## src/rtl/div_pkg.sv

```systemverilog
// div_pkg: shared state type and BCD digit helpers for the BCD divider engine.
package div_pkg;
  typedef enum logic [2:0] {IDLE, CONV, DIV, B2D, FIN} div_state_t;
  localparam logic [3:0] BCD_MAX = 4'd9;
  function automatic logic bcd_digit_ok(input logic [3:0] d);
    return d <= BCD_MAX;
  endfunction
endpackage

```

## src/rtl/div_restoring.sv

```systemverilog
// div_restoring: iterative restoring divider, one quotient bit per cycle, W cycles from start to done.
module div_restoring #(
  parameter int W = 10
) (
  input  logic         clk,
  input  logic         rst_n,
  input  logic         start,
  input  logic [W-1:0] dividend,
  input  logic [W-1:0] divisor,
  output logic         done,
  output logic [W-1:0] quotient,
  output logic [W-1:0] remainder
);
  localparam int CW = $clog2(W + 1);
  logic          run_q, run_d, active, ge;
  logic [CW-1:0] cnt_q, cnt_d, idx;
  logic [W-1:0]  quo_q, quo_d, rem_q, rem_d, dvs_q, dvs_d, src_rem, src_quo;
  logic [W:0]    shf;
  // start performs the first step directly on the inputs so the divide takes exactly W cycles
  always_comb begin
    active  = start || run_q;
    idx     = start ? '0 : cnt_q;
    src_rem = start ? '0 : rem_q;
    src_quo = start ? dividend : quo_q;
    dvs_d   = start ? divisor : dvs_q;
    shf     = {src_rem, src_quo[W-1]};
    ge      = shf >= {1'b0, dvs_d};
    done    = active && idx == CW'(W - 1);
    rem_d   = !active ? rem_q : ge ? W'(shf - {1'b0, dvs_d}) : shf[W-1:0];
    quo_d   = active ? {src_quo[W-2:0], ge} : quo_q;
    cnt_d   = active ? idx + 1'b1 : cnt_q;
    run_d   = active && !done;
  end
  assign quotient  = quo_d;
  assign remainder = rem_d;
  always_ff @(posedge clk or negedge rst_n)
    if (!rst_n) begin
      run_q <= 1'b0;
      cnt_q <= '0;
      quo_q <= '0;
      rem_q <= '0;
      dvs_q <= '0;
    end else begin
      run_q <= run_d;
      cnt_q <= cnt_d;
      quo_q <= quo_d;
      rem_q <= rem_d;
      dvs_q <= dvs_d;
    end
endmodule

```

## src/rtl/bcd_div_engine.sv

```systemverilog
// bcd_div_engine: multi-cycle BCD-in/BCD-out unsigned divider (Horner conversion, restoring divide, double dabble).
module bcd_div_engine
  import div_pkg::*;
#(
  parameter int NDIG   = 3,
  parameter int DATA_W = 10
) (
  input  logic              clk,
  input  logic              rst_n,
  input  logic              start_valid,
  output logic              start_ready,
  input  logic [4*NDIG-1:0] a_bcd,
  input  logic [4*NDIG-1:0] b_bcd,
  output logic [4*NDIG-1:0] q_bcd,
  output logic [4*NDIG-1:0] r_bcd,
  output logic              done,
  output logic              busy,
  output logic              div_by_zero,
  output logic              bcd_err
);
  localparam int BW = 4 * NDIG;
  localparam int CW = $clog2((NDIG > DATA_W ? NDIG : DATA_W) + 1);

  if (2 ** DATA_W <= 10 ** NDIG - 1) begin : g_width_check
    $error("DATA_W too narrow to hold NDIG decimal digits");
  end

  div_state_t        state_q, state_d;
  logic [CW-1:0]     cnt_q, cnt_d;
  logic [DATA_W-1:0] a_q, a_d, b_q, b_d, a_hor, b_hor, quo, rem;
  logic [BW-1:0]     ad_q, ad_d, bd_q, bd_d, q_q, q_d, r_q, r_d, ad_dd, bd_dd;
  logic              dbz_q, dbz_d, err_q, err_d, bad, div_start, div_done;

  function automatic logic [BW-1:0] dd_step(input logic [BW-1:0] d, input logic bit_in);
    logic [BW-1:0] t;
    for (int i = 0; i < NDIG; i++)
      t[4*i +: 4] = d[4*i +: 4] >= 4'd5 ? d[4*i +: 4] + 4'd3 : d[4*i +: 4];
    return {t[BW-2:0], bit_in};
  endfunction

  always_comb begin
    bad = 1'b0;
    for (int i = 0; i < NDIG; i++)
      bad |= !bcd_digit_ok(a_bcd[4*i +: 4]) || !bcd_digit_ok(b_bcd[4*i +: 4]);
  end

  // a_q/b_q hold the binary operands, then quotient/remainder; ad_q/bd_q hold digits, then BCD results
  assign a_hor     = (a_q << 3) + (a_q << 1) + DATA_W'(ad_q[BW-1 -: 4]);
  assign b_hor     = (b_q << 3) + (b_q << 1) + DATA_W'(bd_q[BW-1 -: 4]);
  assign ad_dd     = dd_step(ad_q, a_q[DATA_W-1]);
  assign bd_dd     = dd_step(bd_q, b_q[DATA_W-1]);
  assign div_start = state_q == DIV && cnt_q == '0;

  div_restoring #(.W(DATA_W)) u_div (
    .clk      (clk),
    .rst_n    (rst_n),
    .start    (div_start),
    .dividend (a_q),
    .divisor  (b_q),
    .done     (div_done),
    .quotient (quo),
    .remainder(rem)
  );

  always_comb begin
    state_d = state_q;
    cnt_d   = cnt_q;
    a_d     = a_q;
    b_d     = b_q;
    ad_d    = ad_q;
    bd_d    = bd_q;
    q_d     = q_q;
    r_d     = r_q;
    dbz_d   = dbz_q;
    err_d   = err_q;
    case (state_q)
      IDLE: if (start_valid) begin
        state_d = bad ? FIN : CONV;
        {cnt_d, a_d, b_d} = '0;
        ad_d = a_bcd;
        bd_d = b_bcd;
        if (bad) {q_d, r_d, dbz_d, err_d} = {{(2*BW+1){1'b0}}, 1'b1};
      end
      CONV: begin
        a_d   = a_hor;
        b_d   = b_hor;
        ad_d  = ad_q << 4;
        bd_d  = bd_q << 4;
        cnt_d = cnt_q + 1'b1;
        if (cnt_q == CW'(NDIG - 1)) begin
          cnt_d   = '0;
          state_d = b_hor == '0 ? FIN : DIV;
          if (b_hor == '0) {q_d, r_d, dbz_d, err_d} = {{(2*BW){1'b0}}, 2'b10};
        end
      end
      DIV: begin
        cnt_d = cnt_q + 1'b1;
        if (div_done) begin
          state_d = B2D;
          cnt_d   = '0;
          a_d     = quo;
          b_d     = rem;
          ad_d    = '0;
          bd_d    = '0;
        end
      end
      B2D: begin
        a_d   = a_q << 1;
        b_d   = b_q << 1;
        ad_d  = ad_dd;
        bd_d  = bd_dd;
        cnt_d = cnt_q + 1'b1;
        if (cnt_q == CW'(DATA_W - 1)) begin
          state_d = FIN;
          {q_d, r_d, dbz_d, err_d} = {ad_dd, bd_dd, 2'b00};
        end
      end
      default: state_d = IDLE;
    endcase
  end

  always_ff @(posedge clk or negedge rst_n)
    if (!rst_n) begin
      state_q <= IDLE;
      cnt_q   <= '0;
      a_q     <= '0;
      b_q     <= '0;
      ad_q    <= '0;
      bd_q    <= '0;
      q_q     <= '0;
      r_q     <= '0;
      dbz_q   <= 1'b0;
      err_q   <= 1'b0;
    end else begin
      state_q <= state_d;
      cnt_q   <= cnt_d;
      a_q     <= a_d;
      b_q     <= b_d;
      ad_q    <= ad_d;
      bd_q    <= bd_d;
      q_q     <= q_d;
      r_q     <= r_d;
      dbz_q   <= dbz_d;
      err_q   <= err_d;
    end

  assign start_ready = state_q == IDLE;
  assign busy        = state_q != IDLE;
  assign done        = state_q == FIN;
  assign q_bcd       = q_q;
  assign r_bcd       = r_q;
  assign div_by_zero = dbz_q;
  assign bcd_err     = err_q;
endmodule

```

## config.mk

```make
export PLATFORM = sky130hd
export DESIGN_NAME = bcd_div_engine
export DESIGN_NICKNAME = d
export VERILOG_FILES = /design/src/rtl/div_pkg.sv /design/src/rtl/div_restoring.sv /design/src/rtl/bcd_div_engine.sv
export SDC_FILE = /design/constraint.sdc
export NUM_CORES = 1
export LEC_CHECK = 0
export ABC_CLOCK_PERIOD_IN_PS = 9000
export CAP_MARGIN = 20
export CORE_UTILIZATION = 60
export CTS_CLUSTER_SIZE = 30
export DETAILED_ROUTE_END_ITERATION = 7
export HOLD_SLACK_MARGIN = 0.03
export PLACE_DENSITY = 0.87
export SYNTH_ARGS = -nofsm -noshare
export SYNTH_HDL_FRONTEND = slang
export SYNTH_SLANG_ARGS = --single-unit
```

## constraint.sdc

```tcl
create_clock -name clk -period 9 [get_ports clk]
set_clock_uncertainty 0.05 [all_clocks]
set_input_delay 2.7 -clock clk [delete_from_list [all_inputs] [get_ports clk]]
set_output_delay 2.7 -clock clk [all_outputs]
set_load 0.05 [all_outputs]
```

==> results of run 1 <==
[logic make-up after synthesis]
kind of cell             after synthesis  synth area share, %
flip-flops                           112                37.51
XOR/XNOR                              36                4.220
buffers and inverters                 89                4.688
AO/OA/AOI/OAI                        255                23.26
multiplexers                          29                4.069
adder cells (fa/ha/maj)               61                10.67
AND/OR/NAND/NOR                      251                15.59
[worst register-to-register path, delay by kind of cell (launching register included)]
kind	cells	cell delay (ns)
compound gates	4	1.20
fa+ha+maj	2	0.65
buf+inv	1	0.36
flops	1	0.64
mux	2	0.71
simple gates	3	1.58
[worst max-delay path by stage]
| stage | endpoint | slack (ns) | cells past startpoint |
|---|---|---|---|
| 3_3_place_gp | q_bcd[3] | 2.78 | 6 |
| 4_1_cts | r_bcd[5] | 3.13 | 6 |
| 3_5_place_dp | r_bcd[5] | 2.78 | 6 |
| 6_report | r_bcd[5] | 3.65 | 6 |
| 5_1_grt | b_q[4] | 3.31 | 13 |
| 2_1_floorplan | b_q[8] | 4.49 | 18 |
[cells in the mapped netlist (2+ instances only)]
| cell type | count |
|---|---|
| dfrtp_1 | 112 |
| nand2_1 | 80 |
| nor2_1 | 80 |
| a21oi_1 | 70 |
| o21ai_0 | 64 |
| ha_1 | 54 |
| inv_1 | 43 |
| clkbuf_1 | 26 |
| xnor2_1 | 24 |
| a32o_1 | 23 |
| mux2i_1 | 21 |
| nand3_1 | 19 |
| nand2b_1 | 13 |
| xor2_1 | 12 |
| nor3_1 | 11 |
| a211oi_1 | 10 |
| buf_2 | 10 |
| o31ai_1 | 10 |
| a21o_1 | 9 |
| a221o_1 | 8 |
| a221oi_1 | 8 |
| and2_1 | 8 |
| buf_1 | 8 |
| nand4_1 | 7 |
| nor2b_1 | 7 |
| a22oi_1 | 6 |
| and3_1 | 6 |
| mux2_2 | 6 |
| fa_1 | 5 |
| o221ai_1 | 4 |
| or3_1 | 4 |
| a211o_1 | 3 |
| a22o_1 | 3 |
| a31oi_1 | 3 |
| nand3b_1 | 3 |
| o211ai_1 | 3 |
| o21a_1 | 3 |
| o21ai_1 | 3 |
| a31o_2 | 2 |
| a32oi_1 | 2 |
| and3b_1 | 2 |
| nor3b_1 | 2 |
| or2_2 | 2 |
| or3b_1 | 2 |
[power by group]
part | switching [W] | internal, W | total, W
Combinational | 0.00121 | 0.000767 | 0.00197
Clock | 0.000191 | 0.000245 | 0.000436
Sequential | 0.000221 | 0.000683 | 0.000904
[layout by cell type (no fill, tap or decap), types with 13 or more instances in the layout]
cell / count
dfrtp_1: 112
nand2_1: 80
nor2_1: 79
a21oi_1: 70
o21ai_0: 64
ha_1: 54
clkdlybuf4s50_1: 54
inv_1: 43
xnor2_1: 24
a32o_1: 23
mux2i_1: 21
nand3_1: 19
nand2b_1: 13
[metal layers]
metal | global-route usage [%] | vias to the layer above | share of wire, %
met1 | 41.39 | 3134 | 43
met5 | 0 | - | 0
met4 | 12.02 | 0 | 3.1
met3 | 5.473 | 56 | 6.3
li1 | - | 3073 | -
met2 | 50.37 | 289 | 48
[area by class of cell]
| cell class | instances | area (µm²) | share of cell area (%) |
|---|---|---|---|
| clock buffer | 9 | 225.2 | 2.675 |
| clock inverter | 6 | 91.34 | 1.085 |
| inverter | 44 | 165.2 | 1.962 |
| multi-input combinational | 632 | 4323 | 51.35 |
| sequential | 112 | 2803 | 33.29 |
| tap | 168 | 210.2 | 2.497 |
| timing repair buffer | 62 | 600.6 | 7.134 |
[sequential cells by signal, summed over array words and instances, names as in the netlist]
name and cells:
ad_q 12, bd_q 12, q_bcd 12, r_bcd 12, a_q 10, b_q 10, u_div.dvs_q 10, u_div.quo_q 10
u_div.rem_q 10, cnt_q 4, u_div.cnt_q 4, state_q 3, bcd_err 1, div_by_zero 1, u_div.run_q 1
[through the flow]
step           utilization (%)  instance area [µm²]  setup slack, ns
2_1_floorplan                -                 7472            4.493
3_5_place_dp             67.11                 8094            2.781
5_1_grt                  69.79                 8418            3.309
3_3_place_gp             67.11                 8094            2.782
6_report                 69.79                 8418            3.653
4_1_cts                  69.73                 8411            3.133
==> summary.txt, run 1 <==
Pwr
  • Pwr dens: 393.6 nW/µm²
  • PnR Total Power: 0.003313 W
  • Max IR drop VDD: 0.1819 mV
  • P_leak: 3.713 nW

Worst setup path
  • Crit path largest cell delay: 0.81 ns
  • Family with the most delay on the worst path: simple AND/OR/NAND/NOR gates
  • Required time worst endpoint: 9.20 ns
  • Slowest-stage cell, CP: nand3_1
  • Worst path cell trace: clkdlybuf4s50_1, nor2_1, or3_2, nor2_1, nand3_1, a32o_1
  • Worst setup EP type: flop
  • Critical Path Most Common Cell: nor2_1
  • Worst reg2reg endpoint: u_div.rem_q[8]
  • Worst Path Max Fanout: 25
  • CP Buf/Inv Count: 1
  • Crit path from: start_valid
  • FF-to-FF Start: state_q[0]
  • Crit Path Class: in2reg
  • R2r setup slk: 3.67 ns
  • Critical Path AT: 5.54 ns
  • Startpoint Class: primary input
  • Reg2Reg Depth: 12

Clock tree
  • CTS clock-pin slew for the worst setup and hold paths: 0.07 ns
  • CTS tree: yes
  • H-tree lvl count: 3
  • Inserted Clock Buffers: 9
  • Resized Gates After CTS: 0
  • Hold_buf cts: 0
  • Max clock buf depth: 2
  • CTS root buffer: clkbuf_16
  • Clk_lat worst skew: 0.37 ns
  • Clock Sinks: 112
  • Post CTS Setup Buffer Count: 0

Global route
  • First-pass GRT wire length: 31.22 mm
  • Largest net degree at the start of global routing: 71
  • Antenna violations before repair: 0
  • Grt ovf: 0
  • Global Route Usage Sum: 30.97%
  • Vias in the first global route: 6,145

Logic synthesis
  • Seq cells post-synth: 112
  • Mapped cell area: 7472 µm²
  • Yosys Warn Count: 0
  • Top area cells in the synthesized netlist: dfrtp_1, ha_1, a21oi_1
  • Syn_area_per_cell: 8.970 µm²
  • Register area share after synthesis: 37.51%
  • Dominant synthesized flop cell: dfrtp_1
  • Syn nets: 919
  • Post-synth ARST share: 100.0%
  • Area leader, netlist: dfrtp_1
  • Synthesized instance count: 833
  • Number of flops mapped to enable cells by yosys: 0
  • Synth unique cells: 76
  • Post-synth top area share: 37.51%

Place
  • Placed Cells: 1,017
  • Port Buffers: 55
  • Gp weighted congestion: 0.9272
  • DP HPWL: 13.58 mm

Floorplanning
  • Die area: 12,900 µm²
  • Boundary Pins: 56
  • Core Box Area: 12,060 µm²
  • Die H: 113.6 µm
  • Die width: 113.6 µm
  • Starting Density: 61.95%
  • Num rows: 40

Timing
  • Period utilisation layout: 59.41%
  • Fin. max-slew vios: 0
  • Final min period: 5.347 ns
  • Post-route setup TNS: 0 ns
  • RSZ-0062 raised after global routing: false
  • # setup viols final: 0
  • Slew margin rel.: 34.89%
  • Fin Hold WS: 0.4243 ns
  • Highest clock rate: 187.0 MHz
  • Worst-Margin Slew: 0.9739 ns
  • Final hold vios: 0

Detailed routing
  • # DRC: 0
  • Vias per cell: 6.343
  • Post-DR wirelength/cell: 18.60 µm
  • Final wirelength: 19.22 mm
  • TritonRoute pass-1 iters: 6
  • Initial detailed-routing violation count: 638
  • ANT nets after route: 0
  • Routed vias: 6,552

Worst hold path
  • Hold-critical path endpoint: u_div.dvs_q[6]
  • Hold depth: 2
  • Hold Path Class: reg2reg
  • Hold_sp: u_div.dvs_q[6]

Cells and area
  • Final cell count without fillers: 1,033
  • Diode count: 0
  • Layout cells sized above 1: 5.434%
  • Area Overhead vs Synth: 12.66%
  • Nets@finish: 947
  • Fill cell count: 917

Run
  • Max-cap violations: 0

Outcome
  • Outcome: completed
Power figures use the tool's default switching activity.
==> run 2: changes to the inputs <==
--- a/config.mk
+++ b/config.mk
@@ -5,7 +5,7 @@
 export SDC_FILE = /design/constraint.sdc
 export NUM_CORES = 1
 export LEC_CHECK = 0
-export ABC_CLOCK_PERIOD_IN_PS = 9000
+export ABC_CLOCK_PERIOD_IN_PS = 5600
 export CAP_MARGIN = 20
 export CORE_UTILIZATION = 60
 export CTS_CLUSTER_SIZE = 30
==> constraint.sdc (replaced) <==
create_clock -name clk -period 5.6 [get_ports clk]
set_clock_uncertainty 0.05 [all_clocks]
set_input_delay 1.68 -clock clk [delete_from_list [all_inputs] [get_ports clk]]
set_output_delay 1.68 -clock clk [all_outputs]
set_load 0.05 [all_outputs]
==> summary.txt, run 2 (same netlist as run 1, synthesis figures left out) <==
Pwr
  • Switch share: 49.97%
  • Seq pwr share: 27.0%
  • Pwr dens: 629.5 nW/µm²
  • Max IR drop VDD: 0.2841 mV
  • Sw power: 0.002653 W
  • Clock Power Share: 12.2%
  • Int Power: 0.002656 W
  • Combinational Power Share: 60.7%
  • P_leak: 3.725 nW

Clock tree
  • Post CTS Setup Buffer Count: 0
  • CTS root buffer: clkbuf_16
  • Hold_buf cts: 0
  • Clock Sinks: 112
  • Resized Gates After CTS: 0
  • Max clock buf depth: 2
  • Inserted Clock Buffers: 9
  • CTS tree: yes
  • Clk_lat worst skew: 0.37 ns
  • H-tree lvl count: 3
  • CTS clock-pin slew for the worst setup and hold paths: 0.08 ns

Place
  • Gp weighted congestion: 0.9636
  • Placed Cells: 1,023
  • Port Buffers: 55
  • DP HPWL: 14.39 mm

Floorplanning
  • Die area: 12,900 µm²
  • Core Box Area: 12,060 µm²
  • Die H: 113.6 µm
  • Num rows: 40
  • Boundary Pins: 56
  • Starting Density: 61.95%
  • Die width: 113.6 µm

Cells and area
  • Nets@finish: 952
  • Most common cell after layout, fill and taps aside: dfrtp_1
  • Most frequent cells in the layout: dfrtp_1, nand2_1, nor2_1
  • Final cell count without fillers: 1,039
  • Area Overhead vs Synth: 12.88%
  • Diode count: 0
  • Layout cells sized above 1: 6.085%

Detailed routing
  • Final wirelength: 19.99 mm
  • Initial detailed-routing violation count: 699
  • Routed vias: 6,666
  • # DRC: 0
  • TritonRoute pass-1 iters: 5
  • ANT nets after route: 0
  • Post-DR wirelength/cell: 19.24 µm
  • Vias per cell: 6.416

Timing
  • Post-route setup TNS: 0 ns
  • Fin Hold WS: 0.4355 ns
  • Slew margin rel.: 31.24%
  • Period utilisation layout: 82.92%
  • Final min period: 4.643 ns
  • Final hold vios: 0
  • Worst-Margin Slew: 1.031 ns
  • RSZ-0062 raised after global routing: false
  • Highest clock rate: 215.4 MHz
  • Fin. max-slew vios: 0
  • # setup viols final: 0

Worst setup path
  • Required time worst endpoint: 5.80 ns
  • Crit Path Class: reg2reg
  • Worst reg2reg endpoint: b_q[8]
  • Crit path from: state_q[0]
  • Startpoint Class: flop
  • FF-to-FF Start: state_q[0]
  • Worst Path Max Fanout: 23
  • R2r setup slk: 0.96 ns
  • Reg2Reg Depth: 12
  • Worst setup EP type: flop
  • Critical Path AT: 4.84 ns

Global route
  • Largest net degree at the start of global routing: 70
  • Vias in the first global route: 6,536
  • Global Route Usage Sum: 32.35%
  • Grt ovf: 0
  • Antenna violations before repair: 0
  • First-pass GRT wire length: 32.71 mm

Outcome
  • Outcome: completed

Worst hold path
  • Hold depth: 2
  • Hold-critical path endpoint: u_div.dvs_q[6]
  • Hold_sp: u_div.dvs_q[6]
  • Hold Path Class: reg2reg

Run
  • Max-cap violations: 0
[run 2: cell types whose count changed in the layout (fill, tap and decap cells not counted), sizes merged]
cell | previous run | this run
clkinvlp | 0 | 1
clkinv | 3 | 2
buf | 8 | 13
bufinv | 2 | 0
inv | 45 | 48
[run 2: how the worst max path moves through the flow]
stage	end	slack, ns	depth (start not counted)
final	b_q[8]	0.96	12
after global routing	b_q[4]	0.65	13
after CTS	b_q[8]	1.03	12
after detailed placement	b_q[8]	1.07	12
after global placement	q_bcd[3]	1.16	5
after floorplan	b_q[8]	1.09	18
[run 2: cell type report]
type	count	area, µm²
clock inverter	7	70.07
sequential	112	2803
tap	168	210.2
timing repair buffer	67	638.1
inverter	44	165.2
multi-input combinational	632	4323
clock buffer	9	225.2
fill	912	3627
[run 2: routing by layer]
layer / vias up / track usage, % / part of all wire, %
li1: 3075 / - / -
met1: 3221 / 42.39 / 42
met2: 304 / 52.03 / 47
met3: 66 / 5.739 / 7.1
met4: 0 / 15.79 / 3.7
met5: - / 0 / 0
[run 2: power groups by stage]
stage	Clock [W]	Combinational [W]	Sequential, W
2_1_floorplan	0	0.00242	0.00137
3_3_place_gp	0	0.00303	0.00143
3_5_place_dp	0	0.00314	0.00144
4_1_cts	0.000655	0.00316	0.00142
5_1_grt	0.000691	0.00352	0.00147
6_report	0.000650	0.00323	0.00143
[run 2: stage by stage]
step	setup WS (ns)	util [%]	total power (W)	instance area, µm²
finish	0.9565	69.93	0.005310	8434
global placement	1.161	67.48	0.004458	8139
detailed placement	1.065	67.48	0.004571	8139
CTS	1.035	69.93	0.005242	8434
global route	0.6533	69.93	0.005687	8434
floorplan	1.093	-	0.003797	7472
[run 2: critical path, cell delays in order (launching register included)]
cell      delay, ns
dfrtp_1        0.63
or3b_1         0.64
nor2_2         0.18
buf_4          0.26
mux2i_1        0.30
ha_1           0.35
and3b_1        0.24
maj3_2         0.31
a31o_2         0.25
a221oi_1       0.29
o21ai_1        0.31
mux2_2         0.38
a221o_1        0.31
